$ cat src/rtl/sm_accumulator.sv
// sm_accumulator: sign-magnitude frame accumulator with valid/ready output.
// Sums up to COUNT sign-magnitude operands per frame into a wider
// sign-magnitude register. A frame ends on the COUNT-th accept or on an
// accept with in_last. One result is emitted per frame.
// Build option: define SM_ACC_SATURATE_EN to clamp the magnitude on
// overflow. Without it, the magnitude wraps. Either way the sticky
// out_overflow flag is reported.
module sm_accumulator #(
    parameter int WORD_LENGTH = 16,
    parameter int ACC_LENGTH  = 24,
    parameter int COUNT       = 8
) (
    input  logic                  clk,
    input  logic                  rst,
    input  logic                  in_valid,
    output logic                  in_ready,
    input  logic [WORD_LENGTH-1:0] in_data,
    input  logic                  in_last,
    output logic                  out_valid,
    input  logic                  out_ready,
    output logic [ACC_LENGTH-1:0] out_data,
    output logic                  out_overflow
);
    localparam int MW = ACC_LENGTH - 1;
    localparam int CW = (COUNT > 1) ? $clog2(COUNT) : 1;

    typedef enum logic {ACCUM, DONE} state_t;

    state_t          state, state_nxt;
    logic [MW-1:0]   acc_mag;
    logic            acc_sign;
    logic            ovf;
    logic [CW-1:0]   cnt;

    logic            accept;
    logic            frame_end;
    logic [MW-1:0]   in_mag;
    logic            in_sign;
    logic [MW:0]     sum;
    logic [MW-1:0]   new_mag;
    logic            new_sign;
    logic            new_ovf;

    assign in_ready  = (state == ACCUM) && !rst;
    assign out_valid = (state == DONE);
    assign accept    = in_valid && in_ready;
    assign frame_end = accept && (in_last || (cnt == CW'(COUNT - 1)));

    assign out_data     = rst ? '0 : {acc_sign, acc_mag};
    assign out_overflow = rst ? 1'b0 : ovf;

    // Sign-magnitude add of the incoming operand onto the accumulator.
    always_comb begin
        in_mag = '0;
        in_mag[WORD_LENGTH-2:0] = in_data[WORD_LENGTH-2:0];
        // -0 on the input behaves as +0
        in_sign  = in_data[WORD_LENGTH-1] && (in_mag != '0);
        sum      = {1'b0, acc_mag} + {1'b0, in_mag};
        new_mag  = '0;
        new_sign = 1'b0;
        new_ovf  = 1'b0;
        if (in_sign == acc_sign) begin
            new_sign = acc_sign;
            new_ovf  = sum[MW];
`ifdef SM_ACC_SATURATE_EN
            new_mag  = sum[MW] ? {MW{1'b1}} : sum[MW-1:0];
`else
            new_mag  = sum[MW-1:0];
`endif
        end else if (acc_mag >= in_mag) begin
            new_mag  = acc_mag - in_mag;
            new_sign = acc_sign;
        end else begin
            new_mag  = in_mag - acc_mag;
            new_sign = in_sign;
        end
        // never store -0
        if (new_mag == '0) new_sign = 1'b0;
    end

    // State register.
    always_ff @(posedge clk) begin
        if (rst) state <= ACCUM;
        else     state <= state_nxt;
    end

    // Next-state: close the frame on its final accept, reopen on handshake.
    always_comb begin
        state_nxt = state;
        case (state)
            ACCUM:   if (frame_end) state_nxt = DONE;
            DONE:    if (out_ready) state_nxt = ACCUM;
            default: state_nxt = ACCUM;
        endcase
    end

    // Accumulator, sticky overflow and beat counter.
    always_ff @(posedge clk) begin
        if (rst) begin
            acc_mag  <= '0;
            acc_sign <= 1'b0;
            ovf      <= 1'b0;
            cnt      <= '0;
        end else if (accept) begin
            acc_mag  <= new_mag;
            acc_sign <= new_sign;
            ovf      <= ovf | new_ovf;
            cnt      <= frame_end ? '0 : cnt + 1'b1;
        end else if (state == DONE && out_ready) begin
            acc_mag  <= '0;
            acc_sign <= 1'b0;
            ovf      <= 1'b0;
        end
    end
endmodule
$ cat config.mk
export PLATFORM = sky130hd
export DESIGN_NAME = sm_accumulator
export DESIGN_NICKNAME = d
export VERILOG_FILES = /design/src/rtl/sm_accumulator.sv
export SDC_FILE = /design/constraint.sdc
export NUM_CORES = 1
export LEC_CHECK = 0
export CAP_MARGIN = 30
export CORE_MARGIN = 4
export CORE_UTILIZATION = 40
export CTS_BUF_LIST = sky130_fd_sc_hd__clkbuf_4
export CTS_CLUSTER_SIZE = 28
export DETAILED_ROUTE_END_ITERATION = 8
export PLACE_DENSITY = 0.63
export SLEW_MARGIN = 20
export SYNTH_ARGS = -nofsm -noshare
export SYNTH_HDL_FRONTEND = slang
export SYNTH_SLANG_ARGS = --single-unit
$ cat constraint.sdc
create_clock -name clk -period 7.01 [get_ports clk]
set_input_delay 1.0515 -clock clk [delete_from_list [all_inputs] [get_ports clk]]
set_output_delay 1.0515 -clock clk [all_outputs]
set_load 0.03 [all_outputs]
==> impl_metrics.env, run 1 <==
export IMPL_outcome="finished clean"
export IMPL_clock_fmax_mhz=195.8
export IMPL_synth_commonest_cells="nor2_1 (73), nand2_1 (57), a21oi_1 (52), inv_1 (48), ha_1 (47)"
export IMPL_row_count=37
export IMPL_cts_made_buffers=5
export IMPL_routed_wl_um=16300
export IMPL_synth_top_family_by_area="compound AO/OA/AOI/OAI gates"
export IMPL_yosysMostFrequentCell="nor2_1"
export IMPL_timing_hold_violations_final=0
export IMPL_viasPerCell=6.230
export IMPL_yosysTopAreaCell="ha_1"
export IMPL_worst_hold_path_num_cells=2
export IMPL_track_usage_pct=25.13
export IMPL_dieArea_um2=12660
export IMPL_ys_async_sr_fraction_pct=0
export IMPL_wl_per_cell_um=20.61
export IMPL_cts_tree="built"
export IMPL_syn_to_final_growth_pct=14.43
export IMPL_htree_levels=2
export IMPL_clock_latency_ns=0.37
export IMPL_synth_area_leaders="ha_1 (13%), dfxtp_1 (13%), nor2_1 (6.3%)"
export IMPL_ir_worst_vdd_uv=113.5
export IMPL_reg2reg_depth=12
export IMPL_worstHoldPathType="reg2reg"
export IMPL_critPathCaptureType="register"
export IMPL_ant_nets=0
export IMPL_num_vias=4928
export IMPL_syn_avg_cell_area_um2=6.924
export IMPL_p_leak_nw=2.099
export IMPL_reg2reg_to="acc_sign$_SDFFE_PP0P_"
export IMPL_rsz0062_at_grt="false"
export IMPL_tightest_slew_ns=0.9713
export IMPL_cp_data_arrival_time_ns=5.37
export IMPL_drc_errors=0
export IMPL_gp_congestion=0.9523
export IMPL_antenna_found_initial=0
export IMPL_setup_worst_path_class="in2reg"
export IMPL_synth_top_area_share_pct=13.46
export IMPL_synth_compound_gate_area_share_pct=31.70
export IMPL_postSynthCellCount=631
export IMPL_netlist_area_um2=4369
export IMPL_r2r_setup_slack_ns=2.88
export IMPL_synth_seq_area_share_pct=13.29
export IMPL_hold_buffers=0
export IMPL_yosys_area_share_simple_pct=29.12
export IMPL_grt_pass1_wl_um=25550
export IMPL_synth_adder_area_share_pct=14.83
export IMPL_ys_flop_type="dfxtp_1"
export IMPL_drv_slew=0
export IMPL_post_route_min_period_ns=5.108
export IMPL_fin_util_pct=47.79
export IMPL_ys_ff_latch=29
export IMPL_yosys_warnings=0
export IMPL_powerDensity_nw_per_um2=289.6
export IMPL_cts_buffer_depth=2
export IMPL_drv_cap=0
export IMPL_final_net_count=726
export IMPL_worstHoldStart="cnt[1]$_SDFFE_PP0P_"
export IMPL_place_detailed_hpwl_um=12420
export IMPL_die_height_um=112.5
export IMPL_max_slew_margin_pct=34.81
export IMPL_fp_coreArea_um2=10460
export IMPL_io_pins=48
export IMPL_antennaDiodeCount=0
export IMPL_drive_gt1_share_pct=4.733
export IMPL_setup_viol=0
export IMPL_syn_nets=702
export IMPL_clock_skew_ns=0.02252
export IMPL_grt_pass1_vias=4575
export IMPL_whs_endpoint="cnt[1]$_SDFFE_PP0P_"
export IMPL_die_w_um=112.5
export IMPL_total_power_w=0.001448
export IMPL_clk_pin_slew_worst_paths_ns=0.14
export IMPL_synth_edff_count=0
export IMPL_synthMuxAreaShare_pct=2.606
export IMPL_critPathMaxFanout=5
export IMPL_grt_overflow_total=0
export IMPL_whs_ns=0.4906
export IMPL_port_buffers=47
export IMPL_post_route_period_util_pct=72.86
export IMPL_critPathRequiredTime_ns=7.28
export IMPL_fin_tns_setup_ns=0
export IMPL_r2r_start="acc_mag[1]$_SDFFE_PP0P_"
export IMPL_synth_xor_area_share_pct=1.002
export IMPL_start_util_pct=41.76
export IMPL_synth_distinct_cells=73
export IMPL_root_buffer="clkbuf_4"
export IMPL_grt_max_degree=44
export IMPL_cts_sinks=29
export IMPL_critPathLaunchType="input pin"
export IMPL_cts_resized=0
export IMPL_first_iter_violations=417
export IMPL_drt_first_pass_iters=6
export IMPL_post_cts_setup_buffers=0
==> critical path: stages <==
cell	delay, ns
clkdlybuf4s50_1	0.68
inv_1	0.19
fa_1	0.51
o21bai_1	0.22
o211ai_1	0.18
a311oi_1	0.88
o2111ai_1	0.23
a22oi_1	0.28
a21boi_0	0.17
nor4b_1	0.40
nand4_1	0.20
nor4_1	0.29
a21oi_1	0.07
==> worst max-delay path by stage <==
| stage | to | slack (ns) | startpoint |
|---|---|---|---|
| 2_1_floorplan | acc_sign$_SDFFE_PP0P_ | 2.95 | in_data[8] |
| 6_report | acc_sign$_SDFFE_PP0P_ | 1.90 | in_data[1] |
| 3_5_place_dp | acc_sign$_SDFFE_PP0P_ | 1.19 | in_data[1] |
| 4_1_cts | acc_sign$_SDFFE_PP0P_ | 1.56 | in_data[1] |
| 5_1_grt | acc_sign$_SDFFE_PP0P_ | 1.68 | in_data[1] |
| 3_3_place_gp | acc_sign$_SDFFE_PP0P_ | 1.15 | in_data[1] |
==> state kept, by name (all words and copies together) (netlist names) <==
register and count:
out_valid 1, acc_sign 1, cnt 3, acc_mag 23
ovf 1
==> where the power goes <==
part	internal (W)	total (W)	switching (W)
sequential	0.000193	0.000231	0.0000387
combinational	0.000407	0.00110	0.000690
clock	0.0000361	0.000120	0.0000838
==> per-layer routing <==
layer	share of wire (%)	global-route usage, %	up-vias
li1	-	-	2359
met1	46	36.03	2338
met2	44	39.85	215
met3	8.2	4.474	16
met4	1.1	4.327	0
met5	0	0	-
==> cells by family (layout without fill, tap and decap cells) <==
kind of cell | after synthesis | in the layout
flip-flops | 29 | 29
multiplexers | 11 | 11
buffers and inverters | 86 | 110
XOR/XNOR | 5 | 5
AND/OR/NAND/NOR | 255 | 255
adder cells (fa/ha/maj) | 50 | 50
AO/OA/AOI/OAI | 195 | 195
==> layout make-up <==
type                            count  area (um2)
Fill cell                        1140        5463
Multi-Input combinational cell    516        3478
Sequential cell                    29       580.6
Timing Repair Buffer               55       541.8
Inverter                           48       180.2
Tap cell                          136       170.2
Clock buffer                        5       37.54
Clock inverter                      2       11.26
==> metrics by stage <==
stage                     worst slack (ns)  cell area, um2  instances
after global placement               1.152            4905        780
after global routing                 1.676            5000        791
after CTS                            1.565            4980        789
after detailed placement             1.186            4931        782
final                                1.902            5000        791
after floorplan                      2.947            4369        631
==> layout by cell type, fill, tap and decap left out, types with 14 or more instances in the layout <==
cell type,instances
nand2_1,57
nand3_1,18
dfxtp_1,29
nand4_1,14
clkdlybuf4s50_1,46
a21oi_1,52
ha_1,47
nor2_1,73
nor2b_1,17
inv_1,48
o21ai_0,29
Note: power is estimated with default switching activity, not from simulation.
==> run 2: changes to the inputs <==
==> constraint.sdc (replaced) <==
create_clock -name clk -period 5.21 [get_ports clk]
set_input_delay 0.7815 -clock clk [delete_from_list [all_inputs] [get_ports clk]]
set_output_delay 0.7815 -clock clk [all_outputs]
set_load 0.03 [all_outputs]
==> impl_metrics.env, run 2 (synthesis gave the netlist of run 1 again) <==
export IMPL_outcome="finished clean"
export IMPL_row_count=37
export IMPL_final_net_count=746
export IMPL_place_detailed_hpwl_um=12290
export IMPL_track_usage_pct=24.56
export IMPL_worstHoldPathType="reg2reg"
export IMPL_tightest_slew_ns=0.9469
export IMPL_timing_hold_violations_final=0
export IMPL_whs_endpoint="acc_mag[2]$_SDFFE_PP0P_"
export IMPL_clk_pin_slew_worst_paths_ns=0.14
export IMPL_final_common_cell="nor2_1"
export IMPL_post_route_period_util_pct=85.37
export IMPL_p_leak_nw=2.212
export IMPL_antennaDiodeCount=0
export IMPL_clock_skew_ns=0.02818
export IMPL_root_buffer="clkbuf_4"
export IMPL_reg2reg_to="acc_sign$_SDFFE_PP0P_"
export IMPL_critPathLaunchType="input pin"
export IMPL_drv_slew=0
export IMPL_drive_gt1_share_pct=7.692
export IMPL_cts_sinks=29
export IMPL_max_slew_margin_pct=36.29
export IMPL_cp_data_arrival_time_ns=4.71
export IMPL_cts_tree="built"
export IMPL_reg2reg_depth=12
export IMPL_io_pins=48
export IMPL_antenna_found_initial=0
export IMPL_drt_first_pass_iters=5
export IMPL_grt_pass1_wl_um=25420
export IMPL_post_dp_cell_area_um2=5102
export IMPL_drv_cap=0
export IMPL_gp_congestion=0.9929
export IMPL_total_power_w=0.001996
export IMPL_cts_made_buffers=5
export IMPL_die_w_um=112.5
export IMPL_num_vias=5090
export IMPL_drc_errors=0
export IMPL_setup_worst_path_class="in2reg"
export IMPL_die_height_um=112.5
export IMPL_grt_pass1_vias=4824
export IMPL_finalNonFillerCells=812
export IMPL_setup_viol=0
export IMPL_cts_buffer_depth=2
export IMPL_htree_levels=2
export IMPL_rsz0062_at_grt="false"
export IMPL_wl_per_cell_um=19.77
export IMPL_viasPerCell=6.268
export IMPL_regMostFlops="acc_mag"
export IMPL_hold_buffers=0
export IMPL_cts_resized=0
export IMPL_fp_coreArea_um2=10460
export IMPL_dieArea_um2=12660
export IMPL_port_buffers=47
export IMPL_grt_overflow_total=0
export IMPL_start_util_pct=41.76
export IMPL_syn_to_final_growth_pct=18.30
export IMPL_worstHoldStart="acc_mag[2]$_SDFFE_PP0P_"
export IMPL_mostFrequentLayoutCells="nor2_1 (73), nand2_1 (57), a21oi_1 (52), inv_1 (48), ha_1 (47)"
export IMPL_first_iter_violations=354
export IMPL_r2r_start="acc_mag[15]$_SDFFE_PP0P_"
export IMPL_post_cts_setup_buffers=0
export IMPL_ir_worst_vdd_uv=134.1
export IMPL_post_route_min_period_ns=4.448
export IMPL_largestRegisters="acc_mag x23, cnt x3"
export IMPL_nFillCells=1107
export IMPL_fin_util_pct=49.40
export IMPL_final_area_um2=5169
export IMPL_ant_nets=0
export IMPL_fin_tns_setup_ns=0
export IMPL_critPathCaptureType="register"
export IMPL_dpl_cell_count=803
export IMPL_powerDensity_nw_per_um2=386.1
export IMPL_r2r_setup_slack_ns=1.34
export IMPL_clock_latency_ns=0.36
export IMPL_worst_hold_path_num_cells=2
export IMPL_critPathMaxFanout=12
export IMPL_clock_fmax_mhz=224.8
export IMPL_critPathRequiredTime_ns=5.48
export IMPL_largest_register_ffs=23
export IMPL_grt_max_degree=44
export IMPL_routed_wl_um=16050
==> run 2: worst max-delay path: stages <==
cell	delay, ns
clkdlybuf4s50_1	0.60
inv_1	0.07
ha_1	0.49
nand2_1	0.17
a21oi_1	0.38
a21oi_1	0.23
o211ai_2	0.62
mux2i_1	0.31
mux2i_1	0.14
nor4_1	0.30
buf_4	0.17
nand4_1	0.10
nor4_1	0.29
a21oi_1	0.06
==> run 2: per-layer routing <==
metal  wire [um]  track usage [%]
met5           0                0
met4         460            7.372
met3        1381            4.151
met2        6904            38.42
met1        7308            34.54
==> run 2: final cells by class <==
| cell class | instances | area, um2 | share of cell area (%) |
|---|---|---|---|
| clock inverter | 3 | 17.52 | 0.3389 |
| tap | 136 | 170.2 | 3.292 |
| multi-input combinational | 516 | 3478 | 67.30 |
| clock buffer | 5 | 37.54 | 0.7262 |
| sequential | 29 | 580.6 | 11.23 |
| inverter | 48 | 180.2 | 3.486 |
| timing repair buffer | 75 | 704.4 | 13.63 |
==> run 2: how the worst max path moves through the flow <==
stage / from / endpoint / slack [ns] / cells after the start
after detailed placement: in_data[4] / acc_sign$_SDFFE_PP0P_ / 0.28 / 13
after global routing: in_data[4] / acc_sign$_SDFFE_PP0P_ / 0.51 / 14
after floorplan: in_data[8] / acc_sign$_SDFFE_PP0P_ / 1.42 / 13
after CTS: in_data[4] / acc_sign$_SDFFE_PP0P_ / 0.67 / 13
final: in_data[4] / acc_sign$_SDFFE_PP0P_ / 0.76 / 14
after global placement: in_data[4] / acc_sign$_SDFFE_PP0P_ / 0.33 / 13
==> run 2: per-stage QoR <==
stage / setup WS, ns / hold WS [ns]
floorplan: 1.417 / 0.4460
global placement: 0.3268 / 0.4631
detailed placement: 0.2773 / 0.4755
CTS: 0.6650 / 0.4952
global route: 0.5087 / 0.5159
finish: 0.7620 / 0.4897
==> run 2: power by group <==
part           total (W)  internal [W]  switching [W]  leakage, nW
Clock           0.000157     0.0000512       0.000105       0.0326
Sequential      0.000311      0.000259      0.0000515        0.237
Combinational    0.00153      0.000598       0.000930         1.94
==> run 3: changes to the inputs <==
--- a/config.mk
+++ b/config.mk
@@ -12,7 +12,7 @@
 export CTS_CLUSTER_SIZE = 28
 export DETAILED_ROUTE_END_ITERATION = 8
 export PLACE_DENSITY = 0.63
-export SLEW_MARGIN = 20
+export SLEW_MARGIN = 10
 export SYNTH_ARGS = -nofsm -noshare
 export SYNTH_HDL_FRONTEND = slang
 export SYNTH_SLANG_ARGS = --single-unit
==> constraint.sdc (replaced) <==
create_clock -name clk -period 5.21 [get_ports clk]
set_input_delay 0.7815 -clock clk [delete_from_list [all_inputs] [get_ports clk]]
set_output_delay 0.7815 -clock clk [all_outputs]
set_load 0.1 [all_outputs]
==> impl_metrics.env, run 3 (synthesis gave the netlist of run 1 again) <==
export IMPL_grt_max_degree=44
export IMPL_wl_per_cell_um=19.75
export IMPL_antennaDiodeCount=0
export IMPL_track_usage_pct=24.56
export IMPL_p_leak_nw=2.213
export IMPL_slowest_delay_ns=0.64
export IMPL_worstHoldPathType="reg2reg"
export IMPL_whs_ns=0.4896
export IMPL_htree_levels=2
export IMPL_cp_slowest_cell="o211ai_2"
export IMPL_mostFrequentLayoutCells="nor2_1 (73), nand2_1 (57), a21oi_1 (52), inv_1 (48), ha_1 (47)"
export IMPL_dieArea_um2=12660
export IMPL_critPathLaunchType="input pin"
export IMPL_setup_ws_ns=0.7692
export IMPL_outcome="finished clean"
export IMPL_post_route_period_util_pct=85.24
export IMPL_timing_hold_violations_final=0
export IMPL_fp_coreArea_um2=10460
export IMPL_drv_cap=0
export IMPL_syn_to_final_growth_pct=18.38
export IMPL_first_iter_violations=396
export IMPL_cts_made_buffers=5
export IMPL_setup_viol=0
export IMPL_grt_pass1_vias=4824
export IMPL_final_net_count=746
export IMPL_largestRegisters="acc_mag x23, cnt x3"
export IMPL_critPathCaptureType="register"
export IMPL_rsz0062_at_grt="false"
export IMPL_start_util_pct=41.76
export IMPL_crit_chain="clkdlybuf4s50_1, inv_1, ha_1, nand2_1, a21oi_1, a21oi_1, o211ai_2, mux2i_1, mux2i_1, nor4_1, buf_4, nand4_1, nor4_1, a21oi_1"
export IMPL_cts_sinks=29
export IMPL_clock_latency_ns=0.36
export IMPL_ant_nets=0
export IMPL_hold_buffers=0
export IMPL_max_slew_margin_pct=34.00
export IMPL_place_detailed_hpwl_um=12290
export IMPL_critPathTopFamily="compound AO/OA/AOI/OAI gates"
export IMPL_routed_wl_um=16040
export IMPL_r2r_start="acc_mag[15]$_SDFFE_PP0P_"
export IMPL_final_common_cell="nor2_1"
export IMPL_clk_pin_slew_worst_paths_ns=0.14
export IMPL_regMostFlops="acc_mag"
export IMPL_ir_worst_vdd_uv=154.8
export IMPL_gp_congestion=0.9929
export IMPL_io_pins=48
export IMPL_cp_data_arrival_time_ns=4.71
export IMPL_post_cts_setup_buffers=0
export IMPL_largest_register_ffs=23
export IMPL_tightest_slew_ns=0.9869
export IMPL_post_route_min_period_ns=4.441
export IMPL_place_ws_ns=0.2773
export IMPL_drv_slew=0
export IMPL_antenna_found_initial=0
export IMPL_die_w_um=112.5
export IMPL_root_buffer="clkbuf_4"
export IMPL_row_count=37
export IMPL_clock_fmax_mhz=225.2
export IMPL_port_buffers=47
export IMPL_drc_errors=0
export IMPL_worstHoldStart="acc_mag[2]$_SDFFE_PP0P_"
export IMPL_powerDensity_nw_per_um2=406.1
export IMPL_setup_worst_path_class="in2reg"
export IMPL_cts_tree="built"
export IMPL_die_height_um=112.5
export IMPL_num_vias=5039
export IMPL_critPathMostFrequentCell="a21oi_1"
export IMPL_critPathMaxFanout=12
export IMPL_cts_resized=0
export IMPL_drt_first_pass_iters=5
export IMPL_drive_gt1_share_pct=7.692
export IMPL_viasPerCell=6.206
export IMPL_critPathRequiredTime_ns=5.48
export IMPL_cts_buffer_depth=2
export IMPL_grt_overflow_total=0
export IMPL_clock_skew_ns=0.02965
export IMPL_cp_num_buf_inv=3
export IMPL_fin_tns_setup_ns=0
export IMPL_startpoint="in_data[4]"
export IMPL_total_power_w=0.002101
export IMPL_grt_pass1_wl_um=25420
run 3: cell counts in the layout (fill, tap and decap cells not counted):
No cell type changed its count.
run 3: final timing paths:
| check | end | slack [ns] | cells after the start |
|---|---|---|---|
| min reg2reg | acc_mag[2]$_SDFFE_PP0P_ | 0.49 | 2 |
| max reg2reg | acc_sign$_SDFFE_PP0P_ | 1.35 | 12 |
| max | acc_sign$_SDFFE_PP0P_ | 0.77 | 14 |
| min | acc_mag[2]$_SDFFE_PP0P_ | 0.49 | 2 |
run 3: layout make-up:
type,instances,area (um2)
inverters,48,180.2
clock inverters,3,17.52
fillers,1107,5290
well taps,136,170.2
repair buffers,75,708.2
flip-flops and latches,29,580.6
multi-input cells,516,3478
clock buffers,5,37.54
run 3: worst register-to-register path, cell delays in order (launching register included):
cell and delay (ns):
dfxtp_1 0.31, buf_4 0.17, or4_4 0.57, or4b_4 0.53
a31oi_2 0.20, o211ai_2 0.35, buf_4 0.29, a2111o_1 0.39
a31o_1 0.28, a211oi_1 0.24, nand4_1 0.15, nor4_1 0.25
a21oi_1 0.06
run 3: power by group:
| part | leakage [nW] | switching (W) | internal [W] |
|---|---|---|---|
| registers | 0.237 | 0.0000518 | 0.000259 |
| clock network | 0.0326 | 0.000105 | 0.0000512 |
| logic | 1.94 | 0.00103 | 0.000602 |
run 3: layer usage:
metal	vias up	global-route usage, %	wire, um
met1	2345	34.54	7149
met5	-	0	0
met4	0	7.372	489
li1	2406	-	-
met3	36	4.151	1478
met2	252	38.42	6923
run 3: metrics by stage:
stage / util, % / area, um2 / std cells
2_1_floorplan: - / 4369 / 631
3_3_place_gp: 48.77 / 5102 / 803
3_5_place_dp: 48.77 / 5102 / 803
4_1_cts: 49.29 / 5157 / 811
5_1_grt: 49.44 / 5172 / 812
6_report: 49.44 / 5172 / 812
